## src/rtl/candy_dispenser_param.sv

```systemverilog
// candy_dispenser_param
// Parametrised coin-operated candy dispenser controller.
//   - Accepts nickel / dime / quarter sensor levels and credits one coin per
//     rising edge, in 5-cent units.
//   - Vends at PRICE, returns any remainder one nickel pulse per cycle.
//   - Tracks stock, with refill to STOCK_INIT from IDLE.
// Build option:
//   CANDY_REFUND_EN : when defined, cancel in IDLE refunds the held credit
//                     through the change hopper. When undefined, cancel is
//                     ignored and credit persists until a vend.
module candy_dispenser_param #(
    parameter int PRICE      = 5,
    parameter int MAX_CREDIT = 20,
    parameter int CREDIT_W   = 6,
    parameter int STOCK_W    = 4,
    parameter int STOCK_INIT = 10
) (
    input  logic                clk,
    input  logic                rst,
    input  logic                five,
    input  logic                ten,
    input  logic                twentyfive,
    input  logic                cancel,
    input  logic                refill,
    output logic                candy,
    output logic                change,
    output logic                coin_reject,
    output logic                sold_out,
    output logic                busy,
    output logic [CREDIT_W-1:0] credit
);

    // FSM encoding
    localparam logic [1:0] S_IDLE   = 2'd0;
    localparam logic [1:0] S_VEND   = 2'd1;
    localparam logic [1:0] S_CHANGE = 2'd2;

    // Constants sized to the registers they are compared against
    localparam logic [CREDIT_W:0]   MAX_EXT    = (CREDIT_W+1)'(MAX_CREDIT);
    localparam logic [CREDIT_W:0]   PRICE_EXT  = (CREDIT_W+1)'(PRICE);
    localparam logic [CREDIT_W-1:0] PRICE_C    = CREDIT_W'(PRICE);
    localparam logic [CREDIT_W-1:0] CREDIT_ONE = CREDIT_W'(1);
    localparam logic [STOCK_W-1:0]  STOCK_LOAD = STOCK_W'(STOCK_INIT);
    localparam logic [STOCK_W-1:0]  STOCK_ONE  = STOCK_W'(1);

    // Value of the coins that produced an edge this cycle, in nickels.
    // Simultaneous coins are summed; the maximum is 8, so 4 bits suffice.
    function automatic logic [3:0] coin_value(
        input logic n_edge,
        input logic d_edge,
        input logic q_edge
    );
        logic [3:0] v;
        v = 4'd0;
        if (n_edge) v = v + 4'd1;
        if (d_edge) v = v + 4'd2;
        if (q_edge) v = v + 4'd5;
        return v;
    endfunction

    // Credit plus deposit, one bit wider than credit so it cannot wrap
    // before the ceiling compare.
    function automatic logic [CREDIT_W:0] credit_sum(
        input logic [CREDIT_W-1:0] cur,
        input logic [3:0]          add
    );
        return {1'b0, cur} + (CREDIT_W+1)'(add);
    endfunction

    logic [1:0]          state;
    logic [1:0]          state_nxt;
    logic [CREDIT_W-1:0] credit_nxt;
    logic [STOCK_W-1:0]  stock;
    logic [STOCK_W-1:0]  stock_nxt;
    logic                reject_nxt;

    // Previous sensor levels for edge detection
    logic five_p0;
    logic ten_p0;
    logic twentyfive_p0;

    logic                five_edge;
    logic                ten_edge;
    logic                twentyfive_edge;
    logic                coin_any;
    logic [3:0]          add;
    logic [CREDIT_W:0]   sum;
    logic                cancel_req;

    assign five_edge       = five       & ~five_p0;
    assign ten_edge        = ten        & ~ten_p0;
    assign twentyfive_edge = twentyfive & ~twentyfive_p0;
    assign coin_any        = five_edge | ten_edge | twentyfive_edge;
    assign add             = coin_value(five_edge, ten_edge, twentyfive_edge);
    assign sum             = credit_sum(credit, add);

`ifdef CANDY_REFUND_EN
    // A refund only makes sense when there is credit to return
    assign cancel_req = cancel & (credit != '0);
`else
    // Refund disabled: cancel has no effect on the machine
    assign cancel_req = cancel & 1'b0;
`endif

    // Sensor history: a coin counts only on the cycle its level rises
    always_ff @(posedge clk or negedge rst) begin
        if (!rst) begin
            five_p0       <= 1'b0;
            ten_p0        <= 1'b0;
            twentyfive_p0 <= 1'b0;
        end else begin
            five_p0       <= five;
            ten_p0        <= ten;
            twentyfive_p0 <= twentyfive;
        end
    end

    // Next-state, credit, stock and reject decisions
    always_comb begin
        state_nxt  = state;
        credit_nxt = credit;
        stock_nxt  = stock;
        reject_nxt = 1'b0;
        case (state)
            S_IDLE: begin
                // Refill does not block coin handling in the same cycle
                if (refill) begin
                    stock_nxt = STOCK_LOAD;
                end
                if (cancel_req) begin
                    state_nxt  = S_CHANGE;
                    reject_nxt = coin_any;
                end else if (sold_out || (sum > MAX_EXT)) begin
                    reject_nxt = coin_any;
                end else begin
                    credit_nxt = sum[CREDIT_W-1:0];
                    if (sum >= PRICE_EXT) begin
                        state_nxt = S_VEND;
                    end
                end
            end
            S_VEND: begin
                // Entry into VEND guarantees credit >= PRICE and stock > 0
                reject_nxt = coin_any;
                credit_nxt = credit - PRICE_C;
                stock_nxt  = stock - STOCK_ONE;
                state_nxt  = (credit > PRICE_C) ? S_CHANGE : S_IDLE;
            end
            S_CHANGE: begin
                // One nickel per cycle; leave on the edge credit hits zero
                reject_nxt = coin_any;
                if (credit != '0) begin
                    credit_nxt = credit - CREDIT_ONE;
                end
                if (credit <= CREDIT_ONE) begin
                    state_nxt = S_IDLE;
                end
            end
            default: begin
                state_nxt = S_IDLE;
            end
        endcase
    end

    // Control state, credit and stock registers; reset aborts any vend/refund
    always_ff @(posedge clk or negedge rst) begin
        if (!rst) begin
            state    <= S_IDLE;
            credit   <= '0;
            stock    <= STOCK_LOAD;
            sold_out <= (STOCK_LOAD == '0);
        end else begin
            state    <= state_nxt;
            credit   <= credit_nxt;
            stock    <= stock_nxt;
            sold_out <= (stock_nxt == '0);
        end
    end

    // Reject strobe appears in the cycle after the edge that refused coins
    always_ff @(posedge clk or negedge rst) begin
        if (!rst) begin
            coin_reject <= 1'b0;
        end else begin
            coin_reject <= reject_nxt;
        end
    end

    // Moore decode of the actuator strobes
    assign candy  = (state == S_VEND);
    assign change = (state == S_CHANGE);
    assign busy   = candy | change;

endmodule

```

## config.mk

```make
export PLATFORM = sky130hd
export DESIGN_NAME = candy_dispenser_param
export DESIGN_NICKNAME = d
export VERILOG_FILES = /design/src/rtl/candy_dispenser_param.sv
export SDC_FILE = /design/constraint.sdc
export NUM_CORES = 1
export LEC_CHECK = 0
export ABC_CLOCK_PERIOD_IN_PS = 4100
export CAP_MARGIN = 10
export CORE_MARGIN = 2
export CORE_UTILIZATION = 58
export CTS_BUF_LIST = sky130_fd_sc_hd__clkbuf_4
export DETAILED_ROUTE_END_ITERATION = 12
export PLACE_DENSITY = 0.82
export REMOVE_ABC_BUFFERS = 1
export SYNTH_ARGS = -nofsm -noshare
export SYNTH_HDL_FRONTEND = slang
export SYNTH_SLANG_ARGS = --single-unit
```

## constraint.sdc

```tcl
create_clock -name clk -period 4.1 [get_ports clk]
set_clock_uncertainty 0.1 [all_clocks]
set_input_delay 0.615 -clock clk [delete_from_list [all_inputs] [get_ports clk]]
set_output_delay 0.615 -clock clk [all_outputs]
set_load 0.01 [all_outputs]
```

; Word level (Yosys, flattened, before mapping)
; Index checks and enable logic that the tools add are counted.
; W data, S select, Z words.
[word_totals]
in_bits = 7
regBits = 17
word_cells = 56
out_inout_bits = 11
[classes]
n_bitwise = 9
reduce_logical = 8
n_addsub = 6
mux = 15
magnitude_cmp = 4
n_eq_ne = 6
[ops]
columns = operator, n
row1 = $pmux W6 S3, 1
row2 = $mux W4, 3
row3 = $mux W6, 2
row4 = $mux W2, 4
row5 = $pmux W4 S2, 1
row6 = $add A6 B4 Y7, 1
row7 = $ge A7 B3 Y1 const B, 1
row8 = $gt A7 B5 Y1 const B, 1
row9 = $gt A6 B3 Y1 const B, 1
row10 = $le A6 B1 Y1 const B, 1
row11 = $pmux W2 S3, 1
row12 = $reduce_and A3 Y1, 2
row13 = $reduce_bool A6 Y1, 1
row14 = $sub A6 B1 Y6 const B, 1
row15 = $sub A6 B3 Y6 const B, 1
row16 = $add A4 B2 Y4 const B, 1
row17 = $add A4 B3 Y4 const B, 1
row18 = $logic_not A4 Y1, 1
row19 = $ne A2 B1 Y1 const B, 2
row20 = $ne A2 B2 Y1 const B, 2
row21 = $sub A4 B1 Y4 const B, 1
row22 = $and A1 B1 Y1, 3
row23 = $not A1 Y1, 3
row24 = $or A1 B1 Y1, 3
row25 = other kinds (8), 9

; Logic depth before layout (Yosys ltp)
; Gate-level depths: netlist (run 1).
[logic_depth]
word_depth = 12
depth_mapped = 11
depth_no_buf = 11

; Worst setup path before layout (run 1)
; Ideal clock, no wire load.
[synth_timing]
path_type = input-to-reg
from = input port five
to = register credit[3]
stages = 10
setup_time_ns = 0.125
path_slack_ns = 0.768
t_required_ns = 3.875
t_arrival_ns = 3.107
path_cell_list = nand2b_1 > xor2_1 > ha_1 > inv_1 > fa_1 > xor2_2 > or3_1 > o31a_4 > a21boi_4 > mux2_4
[synth_via]
elab_chain_len = 11
[synth_rtl]
columns = element, line_no
row1 = start: declaration, 20  ; input logic five,
row2 = $and A1 B1 Y1 (*), 90  ; assign five_edge = five & ~five_p0;
row3 = $mux W1 (*), 55  ; if (n_edge) v = v + 4'd1;
row4 = $add A4 B2 Y4, 56  ; if (d_edge) v = v + 4'd2;
row5 = $mux W4 (*), 56
row6 = $add A4 B3 Y4, 57  ; if (q_edge) v = v + 4'd5;
row7 = $mux W4 (*), 57
row8 = $add A6 B4 Y7 (*), 67  ; return {1'b0, cur} + (CREDIT_W+1)'(add);
row9 = $gt A7 B5 Y1, 133  ; end else if (sold_out || (sum > MAX_EXT)) begin
row10 = $logic_or A1 B1 Y1, 133
row11 = $ne A2 B2 Y1 (no source line), --
row12 = $reduce_and A3 Y1 (no source line), --
row13 = end signal: assignment, 174  ; credit <= credit_nxt;
row14 = end: declaration, 30  ; output logic [CREDIT_W-1:0] credit
; Mark *: on every way between the ends. The rest lies on a longest branch, timed or not. The select of a mux whose other input is x is not followed.
; A chain may end at the register's enable or synchronous reset.

; Worst setup path after layout (run 1)
[layout_timing]
from = input port twentyfive
to = register credit[0]
[layout_via]
elab_chain_len = 7
[layout_rtl]
columns = element, line_no
row1 = start: declaration, 22  ; input logic twentyfive,
row2 = $and A1 B1 Y1 (*), 92  ; assign twentyfive_edge = twentyfive & ~twentyfive_p0;
row3 = $mux W4 (*), 57
row4 = $add A6 B4 Y7 (*), 67
row5 = $gt A7 B5 Y1, 133
row6 = $logic_or A1 B1 Y1, 133
row7 = $ne A2 B2 Y1 (no source line), --
row8 = $reduce_and A3 Y1 (no source line), --
; Marked as above.

==> impl_table.tex, run 1 <==
\begin{tabular}{lr}
\hline
Metric & Value \\
\hline
\multicolumn{2}{l}{\textbf{Critical path}} \\
CP endpoint kind & flip-flop \\
Critical Path Fanout Max & 5 \\
Startpoint type of the worst setup path & primary input \\
Setup slack of the most critical reg-to-reg path & 0.75 ns \\
Start of the worst register-to-register path & twentyfive\_p0 \\
Signal arrival time at the worst endpoint & 3.82 ns \\
Endpoint of the lowest-slack register-to-register path & credit[0] \\
CP Class & in2reg \\
Required arrival time at the worst endpoint & 4.21 ns \\
Setup crit start & twentyfive \\
Reg2Reg Depth & 12 \\
Destination of the critical timing path & credit[0] \\
\multicolumn{2}{l}{\textbf{Die}} \\
Initial Utilization & 61.11\% \\
Overall die area & 3035 µm² \\
DIE HEIGHT & 55.09 µm \\
Width of the die & 55.09 µm \\
Standard-cell rows & 18 \\
Top Ports & 18 \\
Core area & 2477 µm² \\
\multicolumn{2}{l}{\textbf{Global route}} \\
Wire length of the first global-routing pass & 5.927 mm \\
Total overflow reported by the global router & 0 \\
Largest net degree at the start of global routing & 18 \\
Overall routing resource usage & 27.70\% \\
Via count of the first global-routing pass & 1315 \\
Number of antenna violations at the first check in global routing & 0 \\
\multicolumn{2}{l}{\textbf{Place}} \\
IO buf count & 16 \\
Post-place instance area & 1689 µm² \\
Final weighted congestion in routability-driven placement & 0.8486 \\
Half-perimeter wire length after detailed placement & 2.778 mm \\
\multicolumn{2}{l}{\textbf{Layout}} \\
Area of all placed cells without fillers & 1719 µm² \\
Core utilization of the finished layout & 69.39\% \\
Fill cells & 206 \\
Antenna diode instance count & 0 \\
Signed area change from the synthesized netlist to the final layout & 13.55\% \\
Total area of sequential cells & 427.9 µm² \\
Combined area of the multi-input logic cells & 1011 µm² \\
Number of nets at the end of the flow & 209 \\
Fraction of final layout cells sized beyond drive strength 1 & 10.05\% \\
\multicolumn{2}{l}{\textbf{Synthesis}} \\
Cell area after technology mapping & 1514 µm² \\
Ys flop type & dfrtp\_1 \\
Most common library cells after synthesis & nor2\_1, dfrtp\_1, inv\_1, ha\_1 \\
Library cell occupying the most area in the post-synthesis netlist & dfrtp\_1 \\
Post-Syn Instances & 175 \\
\#FFs+latches synth & 17 \\
Unique masters post-synth & 51 \\
Biggest area contributors in the synthesized netlist & dfrtp\_1, ha\_1, nor2\_1 \\
Share of the yosys chip area belonging to registers & 28.26\% \\
Post-synth EDFFs & 0 \\
Most frequently used cell type in the post-synthesis netlist & nor2\_1 \\
Fraction of synthesized cell area taken by the top area cell type & 24.79\% \\
Mean Syn Cell Area & 8.651 µm² \\
Ys async rst share & 100.0\% \\
Yosys warning count & 0 \\
\multicolumn{2}{l}{\textbf{STA}} \\
Sum Neg Setup Slack & 0 ns \\
Slew HR & 47.63\% \\
Finish-stage setup viols & 0 \\
Count of final max-slew check failures & 0 \\
Tcrit/Tclk final & 90.53\% \\
Max Fclk & 0.2694 GHz \\
Unrepaired setup endpoints after global routing & false \\
Crit path time final & 3.712 ns \\
Worst slew pin tran & 0.7831 ns \\
Final number of hold-violating endpoints & 0 \\
\multicolumn{2}{l}{\textbf{Power and ir drop}} \\
Total internal power & 754.2 µW \\
P per Cell Area & 847.9 nW/µm² \\
Switching power as a share of total power & 48.26\% \\
NetSw & 703.5 µW \\
Logic pwr share & 71.5\% \\
Static Leak & 0.0007509 µW \\
Relative contribution of the clock network to total power & 6.4\% \\
Sequential group share of total power & 22.1\% \\
VDD IR-drop max & 520.6 µV \\
\multicolumn{2}{l}{\textbf{Clocking}} \\
Clock tree root buffer cell & clkbuf\_4 \\
Number of buffers on the longest clock path & 2 \\
Number of hold buffers added after cts & 0 \\
CTS tree & built \\
Worst-Skew Late Latency & 0.30 ns \\
Clock transition at the registers of the reported paths & 0.12 ns \\
Cells resized by post-CTS repair & 0 \\
Num Clock Sinks & 17 \\
Clock buffer count from CTS & 3 \\
Number of setup buffers added after CTS & 0 \\
H-tree depth reported by CTS & 1 \\
\multicolumn{2}{l}{\textbf{Outcome}} \\
Outcome & finished clean \\
\multicolumn{2}{l}{\textbf{Routing}} \\
Per-cell via count in the routed design & 6.347 \\
Total via count in the routed design & 1390 \\
Mean routed wirelength per cell & 16.08 µm \\
Starting DRT DRC Count & 61 \\
Number of design rule violations left after detail routing & 0 \\
Total iterations of the first detailed-routing run & 4 \\
Post-route antenna net violation count & 0 \\
Total wire length after detailed routing & 3.522 mm \\
\multicolumn{2}{l}{\textbf{Job}} \\
Number of max-capacitance violations reported & 0 \\
\multicolumn{2}{l}{\textbf{Min path}} \\
Worst min-delay path category & reg2reg \\
\hline
\end{tabular}
## area by class of cell
type                       instances  area share [%]
timing repair buffer              17           9.753
tap                               30           2.183
multi-input combinational        139           58.81
inverter                          12           2.620
sequential                        17           24.89
clock buffer                       3           1.310
clock inverter                     1          0.4367
## sequential cells by signal, indices dropped and copies added (netlist names)
| register | cells |
|---|---|
| credit | 6 |
| sold_out | 1 |
| ten_p0 | 1 |
| state | 2 |
| twentyfive_p0 | 1 |
| five_p0 | 1 |
| coin_reject | 1 |
| stock | 4 |
## routing by layer
metal  global-route usage [%]  vias to the layer above  part of all wire [%]
met2                    48.02                       62                    49
met1                    32.82                      656                    42
met5                        0                        -                     0
met3                    6.183                       12                   6.5
li1                         -                      660                     -
met4                    11.79                        0                   2.5
## placed cells by master, fill, tap and decap left out, types with 2 or more instances in the layout
| cell | synthesis | final |
|---|---|---|
| clkbuf_4 | 0 | 3 |
| a211oi_2 | 2 | 2 |
| nor4_1 | 2 | 2 |
| a21o_1 | 4 | 4 |
| or3_1 | 2 | 2 |
| nor2b_1 | 2 | 2 |
| o21a_1 | 2 | 2 |
| xor2_1 | 3 | 3 |
| maj3_1 | 3 | 3 |
| nand2b_1 | 7 | 7 |
| dfstp_2 | 2 | 2 |
| xnor2_1 | 2 | 2 |
| a22o_1 | 2 | 2 |
| a31oi_1 | 4 | 4 |
| inv_1 | 12 | 12 |
| ha_1 | 11 | 11 |
| mux2_2 | 2 | 2 |
| nand2_1 | 10 | 10 |
| nand3_1 | 2 | 2 |
| o21ai_0 | 9 | 9 |
| clkdlybuf4s50_1 | 0 | 16 |
| dfrtp_1 | 15 | 15 |
| nor3_1 | 4 | 4 |
| a211oi_1 | 5 | 5 |
| a21oi_1 | 10 | 10 |
| nor2_1 | 22 | 22 |
| mux2i_1 | 5 | 5 |
## worst min path at each step
| stage | start | end | slack (ns) | cells after the start |
|---|---|---|---|---|
| floorplan | rst | coin_reject | 0.22 | 0 |
| global placement | state[0] | state[0] | 0.44 | 1 |
| detailed placement | state[0] | state[0] | 0.45 | 1 |
| CTS | state[0] | state[0] | 0.48 | 1 |
| global route | state[0] | state[0] | 0.51 | 1 |
| finish | state[0] | state[0] | 0.48 | 1 |
## worst max-delay path, stage by stage
cell and delay [ns]:
clkdlybuf4s50_1 0.48, nand2b_1 0.14, xor2_1 0.20, ha_1 0.22, inv_1 0.07, fa_1 0.46, nand2b_2 0.26, a21oi_4 0.17
xnor2_1 0.14, a311o_1 0.47, a21boi_4 0.21, buf_4 0.18, mux2i_1 0.20
## power groups by stage
stage / Combinational (µW) / Sequential, µW / Clock, µW
5_1_grt: 1140 / 332 / 104
4_1_cts: 1030 / 320 / 97.3
3_5_place_dp: 1020 / 323 / 0
3_3_place_gp: 986 / 317 / 0
6_report: 1040 / 322 / 94.0
2_1_floorplan: 733 / 315 / 0
## cells by family after synthesis
logic type,synth area share [%]
AOI/OAI and AO/OA,25.70
DFF,28.26
buffers and inverters,4.958
muxes,5.785
xor gates and xnor gates,3.968
and+or+nand+nor,18.93
adders and majority gates,12.40
## through the flow
step           total power [µW]  hold WS, ns  instances  worst slack, ns
2_1_floorplan              1049       0.2194        168           0.7675
3_3_place_gp               1303       0.4447        215           0.2030
3_5_place_dp               1347       0.4533        215           0.1033
4_1_cts                    1444       0.4807        219           0.4009
5_1_grt                    1581       0.5110        219           0.2312
6_report                   1458       0.4790        219           0.3883
Power figures use the tool's default switching activity.
==> run 2, diff against run 1 <==
--- a/config.mk
+++ b/config.mk
@@ -11,6 +11,9 @@
 export CORE_UTILIZATION = 58
 export CTS_BUF_LIST = sky130_fd_sc_hd__clkbuf_4
 export DETAILED_ROUTE_END_ITERATION = 12
+export GPL_ROUTABILITY_DRIVEN = 0
+export GPL_TIMING_DRIVEN = 0
+export MAX_ROUTING_LAYER = met4
 export PLACE_DENSITY = 0.82
 export REMOVE_ABC_BUFFERS = 1
 export SYNTH_ARGS = -nofsm -noshare
==> run 2 against run 1 <==
  * Register-to-register slack worse by 0.11 ns
  * Critical path depth down 1
  * Largest cell class unchanged
  * Setup slack worse by 0.11 ns
  * Maximum frequency down 2.9%
  * Final area down 0.44%
  * Global-route usage down 0.080 points
==> impl_table.tex, run 2 (synthesis gave the netlist of run 1 again) <==
\begin{tabular}{lr}
\hline
Metric & Value \\
\hline
\multicolumn{2}{l}{\textbf{Min path}} \\
Worst min-delay path category & reg2reg (unchanged) \\
\multicolumn{2}{l}{\textbf{Power and ir drop}} \\
Switching power as a share of total power & 47.94\% (was 48.26\%) \\
VDD IR-drop max & 449.9 µV (was 520.6 µV) \\
P per Cell Area & 845.8 nW/µm² (was 847.9 nW/µm²) \\
NetSw & 694.1 µW (was 703.5 µW) \\
Relative contribution of the clock network to total power & 6.7\% (was 6.4\%) \\
Sequential group share of total power & 22.2\% (was 22.1\%) \\
Logic pwr share & 71.1\% (was 71.5\%) \\
Static Leak & 0.0007508 µW (was 0.0007509 µW) \\
Total internal power & 753.6 µW (was 754.2 µW) \\
\multicolumn{2}{l}{\textbf{Routing}} \\
Total wire length after detailed routing & 3.597 mm (was 3.522 mm) \\
Number of design rule violations left after detail routing & 0 (unchanged) \\
Per-cell via count in the routed design & 6.271 (was 6.347) \\
Post-route antenna net violation count & 0 (unchanged) \\
Mean routed wirelength per cell & 16.50 µm (was 16.08 µm) \\
Total via count in the routed design & 1367 (was 1390) \\
Total iterations of the first detailed-routing run & 5 (was 4) \\
Starting DRT DRC Count & 50 (was 61) \\
\multicolumn{2}{l}{\textbf{Layout}} \\
Most frequent cells in the layout & nor2\_1, clkdlybuf4s50\_1, dfrtp\_1 (unchanged) \\
Fraction of final layout cells sized beyond drive strength 1 & 9.574\% (was 10.05\%) \\
Antenna diode instance count & 0 (unchanged) \\
Largest registers & credit x6, stock x4, state x2 (unchanged) \\
Fill cells & 204 (was 206) \\
Number of flip-flops under the largest register name & 6 (unchanged) \\
Number of nets at the end of the flow & 208 (was 209) \\
Most common cell after layout, fill and taps aside & nor2\_1 (unchanged) \\
Register ranked first by flip-flop count & credit (unchanged) \\
Signed area change from the synthesized netlist to the final layout & 13.06\% (was 13.55\%) \\
\multicolumn{2}{l}{\textbf{Global route}} \\
Overall routing resource usage & 27.62\% (was 27.70\%) \\
Total overflow reported by the global router & 0 (unchanged) \\
Met2 layer usage reported by global route & 47.02\% (was 48.02\%) \\
Number of antenna violations at the first check in global routing & 0 (unchanged) \\
Most Crowded Layer GR & met2 (unchanged) \\
Wire length of the first global-routing pass & 5.733 mm (was 5.927 mm) \\
Largest net degree at the start of global routing & 18 (unchanged) \\
Global routing met1 resource utilization & 30.47\% (was 32.82\%) \\
Met3 routing resource usage after global routing & 5.376\% (was 6.183\%) \\
Via count of the first global-routing pass & 1286 (was 1315) \\
\multicolumn{2}{l}{\textbf{Critical path}} \\
Reg2Reg Depth & 11 (was 12) \\
Startpoint type of the worst setup path & primary input (unchanged) \\
Setup crit start & twentyfive (unchanged) \\
Setup slack of the most critical reg-to-reg path & 0.64 ns (was 0.75 ns) \\
Start of the worst register-to-register path & twentyfive\_p0 (unchanged) \\
CP endpoint kind & flip-flop (unchanged) \\
Required arrival time at the worst endpoint & 4.18 ns (was 4.21 ns) \\
Signal arrival time at the worst endpoint & 3.90 ns (was 3.82 ns) \\
Destination of the critical timing path & credit[3] (was credit[0]) \\
Endpoint of the lowest-slack register-to-register path & credit[3] (was credit[0]) \\
CP Class & in2reg (unchanged) \\
Critical Path Fanout Max & 6 (was 5) \\
\multicolumn{2}{l}{\textbf{STA}} \\
Final number of hold-violating endpoints & 0 (unchanged) \\
Count of final max-slew check failures & 0 (unchanged) \\
Sum Neg Setup Slack & 0 ns (unchanged) \\
Tcrit/Tclk final & 93.22\% (was 90.53\%) \\
Crit path time final & 3.822 ns (was 3.712 ns) \\
Unrepaired setup endpoints after global routing & false (unchanged) \\
Slew HR & 48.89\% (was 47.63\%) \\
Worst slew pin tran & 0.7643 ns (was 0.7831 ns) \\
Final worst setup slack & 0.2780 ns (was 0.3883 ns) \\
Finish-stage setup viols & 0 (unchanged) \\
Max Fclk & 0.2616 GHz (was 0.2694 GHz) \\
\multicolumn{2}{l}{\textbf{Die}} \\
Initial Utilization & 61.11\% (unchanged) \\
Overall die area & 3035 µm² (unchanged) \\
Core area & 2477 µm² (unchanged) \\
Width of the die & 55.09 µm (unchanged) \\
Standard-cell rows & 18 (unchanged) \\
DIE HEIGHT & 55.09 µm (unchanged) \\
Top Ports & 18 (unchanged) \\
\multicolumn{2}{l}{\textbf{Clocking}} \\
Number of setup buffers added after CTS & 0 (unchanged) \\
Worst-Skew Late Latency & 0.30 ns (about the same) \\
H-tree depth reported by CTS & 1 (unchanged) \\
Number of buffers on the longest clock path & 2 (unchanged) \\
CTS tree & built (unchanged) \\
Clock tree root buffer cell & clkbuf\_4 (unchanged) \\
Num Clock Sinks & 17 (unchanged) \\
Number of hold buffers added after cts & 0 (unchanged) \\
Clock buffer count from CTS & 3 (unchanged) \\
Clock transition at the registers of the reported paths & 0.10 ns (was 0.12 ns) \\
Cells resized by post-CTS repair & 0 (unchanged) \\
\multicolumn{2}{l}{\textbf{Place}} \\
Worst setup timing slack at the placement stage & 0.02138 ns (was 0.1033 ns) \\
IO buf count & 16 (unchanged) \\
Half-perimeter wire length after detailed placement & 2.780 mm (was 2.778 mm) \\
\multicolumn{2}{l}{\textbf{Outcome}} \\
Outcome & finished clean (unchanged) \\
\multicolumn{2}{l}{\textbf{Job}} \\
Number of max-capacitance violations reported & 0 (unchanged) \\
\hline
\end{tabular}
-- run 2: cell types whose count changed in the layout (fill, tap and decap cells not counted), sizes merged --
| cell | change |
|---|---|
| buf | -1 |
| clkinvlp | -1 |
| clkbuf | +1 |
-- run 2: layout make-up --
class	count	area (µm²)	share of cell area (%)
clock buffer	4	30.03	1.754
inverter	12	45.04	2.632
multi-input combinational	139	1011	59.06
sequential	17	427.9	25.00
tap	30	37.54	2.193
timing repair buffer	16	160.2	9.357
-- run 2: critical path: stages --
cell	delay, ns
clkdlybuf4s50_1	0.48
nand2b_1	0.14
xor2_1	0.23
ha_1	0.24
inv_1	0.07
fa_1	0.46
nand2b_2	0.26
a21oi_4	0.18
xnor2_1	0.13
a311o_1	0.46
a21boi_4	0.31
mux2_4	0.33
-- run 2: power by group through the flow --
stage	Combinational, µW	Sequential (µW)	Clock (µW)
after CTS	1020	319	99.0
after floorplan	733	315	0
after detailed placement	1010	322	0
after global placement	971	317	0
after global routing	1130	331	107
final	1030	321	97.3
-- run 2: worst min path at each step --
stage              from          end  slack [ns]  depth (start not counted)
2_1_floorplan       rst  coin_reject        0.22                          0
3_3_place_gp   state[0]     state[0]        0.44                          1
3_5_place_dp   stock[0]     stock[0]        0.45                          1
4_1_cts        stock[0]     stock[0]        0.47                          1
5_1_grt        state[0]     state[0]        0.51                          1
6_report       stock[0]     stock[0]        0.46                          1
-- run 2: layer usage --
layer	routed length, µm	share of wire, %
met1	1528	42
met2	1765	49
met3	211	5.9
met4	91	2.5
met5	0	0
-- run 2: through the flow --
stage	area (µm²)	total power, µW	hold WS (ns)	instances	util [%]
floorplan	1484	1049	0.2194	168	-
global placement	1682	1288	0.4446	214	67.88
detailed placement	1682	1333	0.4517	214	67.88
CTS	1712	1436	0.4655	218	69.09
global route	1712	1565	0.5110	218	69.09
finish	1712	1448	0.4642	218	69.09
==> run 3, diff against run 2 <==
--- a/config.mk
+++ b/config.mk
@@ -10,11 +10,12 @@
 export CORE_MARGIN = 2
 export CORE_UTILIZATION = 58
 export CTS_BUF_LIST = sky130_fd_sc_hd__clkbuf_4
+export CTS_CLUSTER_SIZE = 20
 export DETAILED_ROUTE_END_ITERATION = 12
 export GPL_ROUTABILITY_DRIVEN = 0
 export GPL_TIMING_DRIVEN = 0
 export MAX_ROUTING_LAYER = met4
-export PLACE_DENSITY = 0.82
+export PLACE_DENSITY = 0.87
 export REMOVE_ABC_BUFFERS = 1
 export SYNTH_ARGS = -nofsm -noshare
 export SYNTH_HDL_FRONTEND = slang
==> run 3 against run 2 <==
  * Final cell count did not move
  * Critical path type unchanged
  * Register-to-register slack better by 0.05 ns
  * Via count up 2.4%
  * Combinational power hardly changed
  * Critical path depth unchanged
==> impl_table.tex, run 3 (synthesis gave the netlist of run 1 again) <==
\begin{tabular}{lr}
\hline
Metric & Value \\
\hline
\multicolumn{2}{l}{\textbf{Power and ir drop}} \\
VDD IR-drop max & 846.6 µV (was 449.9 µV) \\
Logic pwr share & 71.3\% (was 71.1\%) \\
Static Leak & 0.0007501 µW (was 0.0007508 µW) \\
Relative contribution of the clock network to total power & 6.4\% (was 6.7\%) \\
P per Cell Area & 843.5 nW/µm² (was 845.8 nW/µm²) \\
Total internal power & 744.7 µW (was 753.6 µW) \\
Sum of internal, switching and leakage power & 1442 µW (was 1448 µW) \\
NetSw & 697.0 µW (was 694.1 µW) \\
Switching power as a share of total power & 48.34\% (was 47.94\%) \\
Sequential group share of total power & 22.3\% (was 22.2\%) \\
\multicolumn{2}{l}{\textbf{Routing}} \\
Post-route antenna net violation count & 0 (unchanged) \\
Starting DRT DRC Count & 54 (was 50) \\
Total wire length after detailed routing & 3.560 mm (was 3.597 mm) \\
Number of design rule violations left after detail routing & 0 (unchanged) \\
Per-cell via count in the routed design & 6.422 (was 6.271) \\
Total via count in the routed design & 1400 (was 1367) \\
Total iterations of the first detailed-routing run & 4 (was 5) \\
Mean routed wirelength per cell & 16.33 µm (was 16.50 µm) \\
\multicolumn{2}{l}{\textbf{Clocking}} \\
Num Clock Sinks & 17 (unchanged) \\
Number of setup buffers added after CTS & 0 (unchanged) \\
Worst-Skew Late Latency & 0.30 ns (about the same) \\
H-tree depth reported by CTS & 1 (unchanged) \\
Cells resized by post-CTS repair & 0 (unchanged) \\
Number of hold buffers added after cts & 0 (unchanged) \\
Clock buffer count from CTS & 3 (unchanged) \\
Number of buffers on the longest clock path & 2 (unchanged) \\
Clock transition at the registers of the reported paths & 0.10 ns (about the same) \\
Clock tree root buffer cell & clkbuf\_4 (unchanged) \\
CTS tree & built (unchanged) \\
\multicolumn{2}{l}{\textbf{Critical path}} \\
Required arrival time at the worst endpoint & 4.20 ns (was 4.18 ns) \\
Buffers and inverters on the worst path & 2 (unchanged) \\
Signal arrival time at the worst endpoint & 3.84 ns (was 3.90 ns) \\
Startpoint type of the worst setup path & primary input (unchanged) \\
Slowest cell delay on critical path & 0.50 ns (was 0.48 ns) \\
Critical Path Fanout Max & 6 (unchanged) \\
CP endpoint kind & flip-flop (unchanged) \\
Cell class contributing the biggest share of worst-path delay & compound AO/OA/AOI/OAI gates (unchanged) \\
Setup crit start & twentyfive (unchanged) \\
Setup slack of the most critical reg-to-reg path & 0.69 ns (was 0.64 ns) \\
Crit path top cell by count & xnor2\_1 \\
Cell-by-cell listing of the critical path & clkdlybuf4s50\_1 > nand2b\_1 > nor2\_1 > xnor2\_1 > inv\_1 > fa\_1 > nand2b\_2 > a21oi\_4 > xnor2\_1 > a311o\_1 > a21boi\_4 > mux2\_4 (was clkdlybuf4s50\_1 > nand2b\_1 > xor2\_1 > ha\_1 > inv\_1 > fa\_1 > nand2b\_2 > a21oi\_4 > xnor2\_1 > a311o\_1 > a21boi\_4 > mux2\_4) \\
Start of the worst register-to-register path & twentyfive\_p0 (unchanged) \\
CP Class & in2reg (unchanged) \\
Library cell contributing the largest single delay on the critical path & fa\_1 (was clkdlybuf4s50\_1) \\
\multicolumn{2}{l}{\textbf{STA}} \\
Slew HR & 48.65\% (was 48.89\%) \\
Final number of hold-violating endpoints & 0 (unchanged) \\
Crit path time final & 3.744 ns (was 3.822 ns) \\
Max Fclk & 0.2671 GHz (was 0.2616 GHz) \\
Sum Neg Setup Slack & 0 ns (unchanged) \\
Finish-stage setup viols & 0 (unchanged) \\
Tcrit/Tclk final & 91.33\% (was 93.22\%) \\
Worst slew pin tran & 0.7679 ns (was 0.7643 ns) \\
Count of final max-slew check failures & 0 (unchanged) \\
Final worst hold slack & 0.4683 ns (was 0.4642 ns) \\
Unrepaired setup endpoints after global routing & false (unchanged) \\
\multicolumn{2}{l}{\textbf{Global route}} \\
Largest net degree at the start of global routing & 18 (unchanged) \\
Number of antenna violations at the first check in global routing & 0 (unchanged) \\
Overall routing resource usage & 26.93\% (was 27.62\%) \\
Wire length of the first global-routing pass & 5.644 mm (was 5.733 mm) \\
Via count of the first global-routing pass & 1237 (was 1286) \\
Total overflow reported by the global router & 0 (unchanged) \\
\multicolumn{2}{l}{\textbf{Die}} \\
Core area & 2477 µm² (unchanged) \\
Initial Utilization & 61.11\% (unchanged) \\
DIE HEIGHT & 55.09 µm (unchanged) \\
Top Ports & 18 (unchanged) \\
Standard-cell rows & 18 (unchanged) \\
Overall die area & 3035 µm² (unchanged) \\
Width of the die & 55.09 µm (unchanged) \\
\multicolumn{2}{l}{\textbf{Layout}} \\
Most common cell after layout, fill and taps aside & nor2\_1 (unchanged) \\
Number of flip-flops under the largest register name & 6 (unchanged) \\
Signed area change from the synthesized netlist to the final layout & 12.89\% (was 13.06\%) \\
Most frequent cells in the layout & nor2\_1, clkdlybuf4s50\_1, dfrtp\_1 (unchanged) \\
Largest registers & credit x6, stock x4, state x2 (unchanged) \\
Antenna diode instance count & 0 (unchanged) \\
Register ranked first by flip-flop count & credit (unchanged) \\
Number of nets at the end of the flow & 208 (unchanged) \\
Fraction of final layout cells sized beyond drive strength 1 & 9.574\% (unchanged) \\
\multicolumn{2}{l}{\textbf{Job}} \\
Number of max-capacitance violations reported & 0 (unchanged) \\
\multicolumn{2}{l}{\textbf{Min path}} \\
Worst hold start & stock[0] (unchanged) \\
Worst min-delay path category & reg2reg (unchanged) \\
\multicolumn{2}{l}{\textbf{Place}} \\
Half-perimeter wire length after detailed placement & 2.675 mm (was 2.780 mm) \\
IO buf count & 16 (unchanged) \\
\multicolumn{2}{l}{\textbf{Outcome}} \\
Outcome & finished clean (unchanged) \\
\hline
\end{tabular}
==> run 3: cell types whose count changed in the layout (fill, tap and decap cells not counted), sizes merged <==
cell    previous run  this run
clkbuf             4         3
clkinv             0         1
==> run 3: worst register-to-register path: stages (launching register included) <==
cell and delay (ns):
dfrtp_1 0.37, nand2b_1 0.21, nor2_1 0.18, xnor2_1 0.18, inv_1 0.10, fa_1 0.50, nand2b_2 0.26, a21oi_4 0.17
xnor2_1 0.14, a311o_1 0.46, a21boi_4 0.31, mux2_4 0.33
==> run 3: final timing paths <==
| path | endpoint | depth (start not counted) |
|---|---|---|
| max in group asynchronous | twentyfive_p0 | 1 |
| setup / recovery | credit[3] | 12 |
| hold reg to reg | stock[0] | 1 |
| min in group asynchronous | credit[3] | 1 |
| setup reg to reg | credit[3] | 11 |
| hold / removal | stock[0] | 1 |
==> run 3: power by group through the flow <==
| stage | combinational [µW] | clock (µW) | sequential (µW) |
|---|---|---|---|
| 2_1_floorplan | 733 | 0 | 315 |
| 3_5_place_dp | 1010 | 0 | 318 |
| 5_1_grt | 1120 | 98.0 | 331 |
| 3_3_place_gp | 975 | 0 | 317 |
| 4_1_cts | 1020 | 94.9 | 316 |
| 6_report | 1030 | 91.6 | 322 |
==> run 3: stage by stage <==
stage	instances	setup slack [ns]	utilization, %	instance area [µm²]
floorplan	168	0.7675	-	1484
global placement	214	0.1021	67.88	1682
detailed placement	214	0.03621	67.88	1682
CTS	218	0.3496	68.99	1709
global route	218	0.1925	68.99	1709
finish	218	0.3556	68.99	1709
==> run 3: cell type report <==
class	instances	area, µm²
Clock buffer	3	22.52
Clock inverter	1	5.005
Fill cell	196	768.2
Inverter	12	45.04
Multi-Input combinational cell	139	1011
Sequential cell	17	427.9
Tap cell	30	37.54
Timing Repair Buffer	16	160.2
==> run 3: layer usage <==
metal  global-route usage, %  share of wire [%]  vias to the layer above
met1                   36.27                 46                      665
met4                   10.57                1.8                        0
met5                       -                  0                        -
met2                   42.46                 46                       72
li1                        -                  -                      656
met3                   1.882                6.6                        7
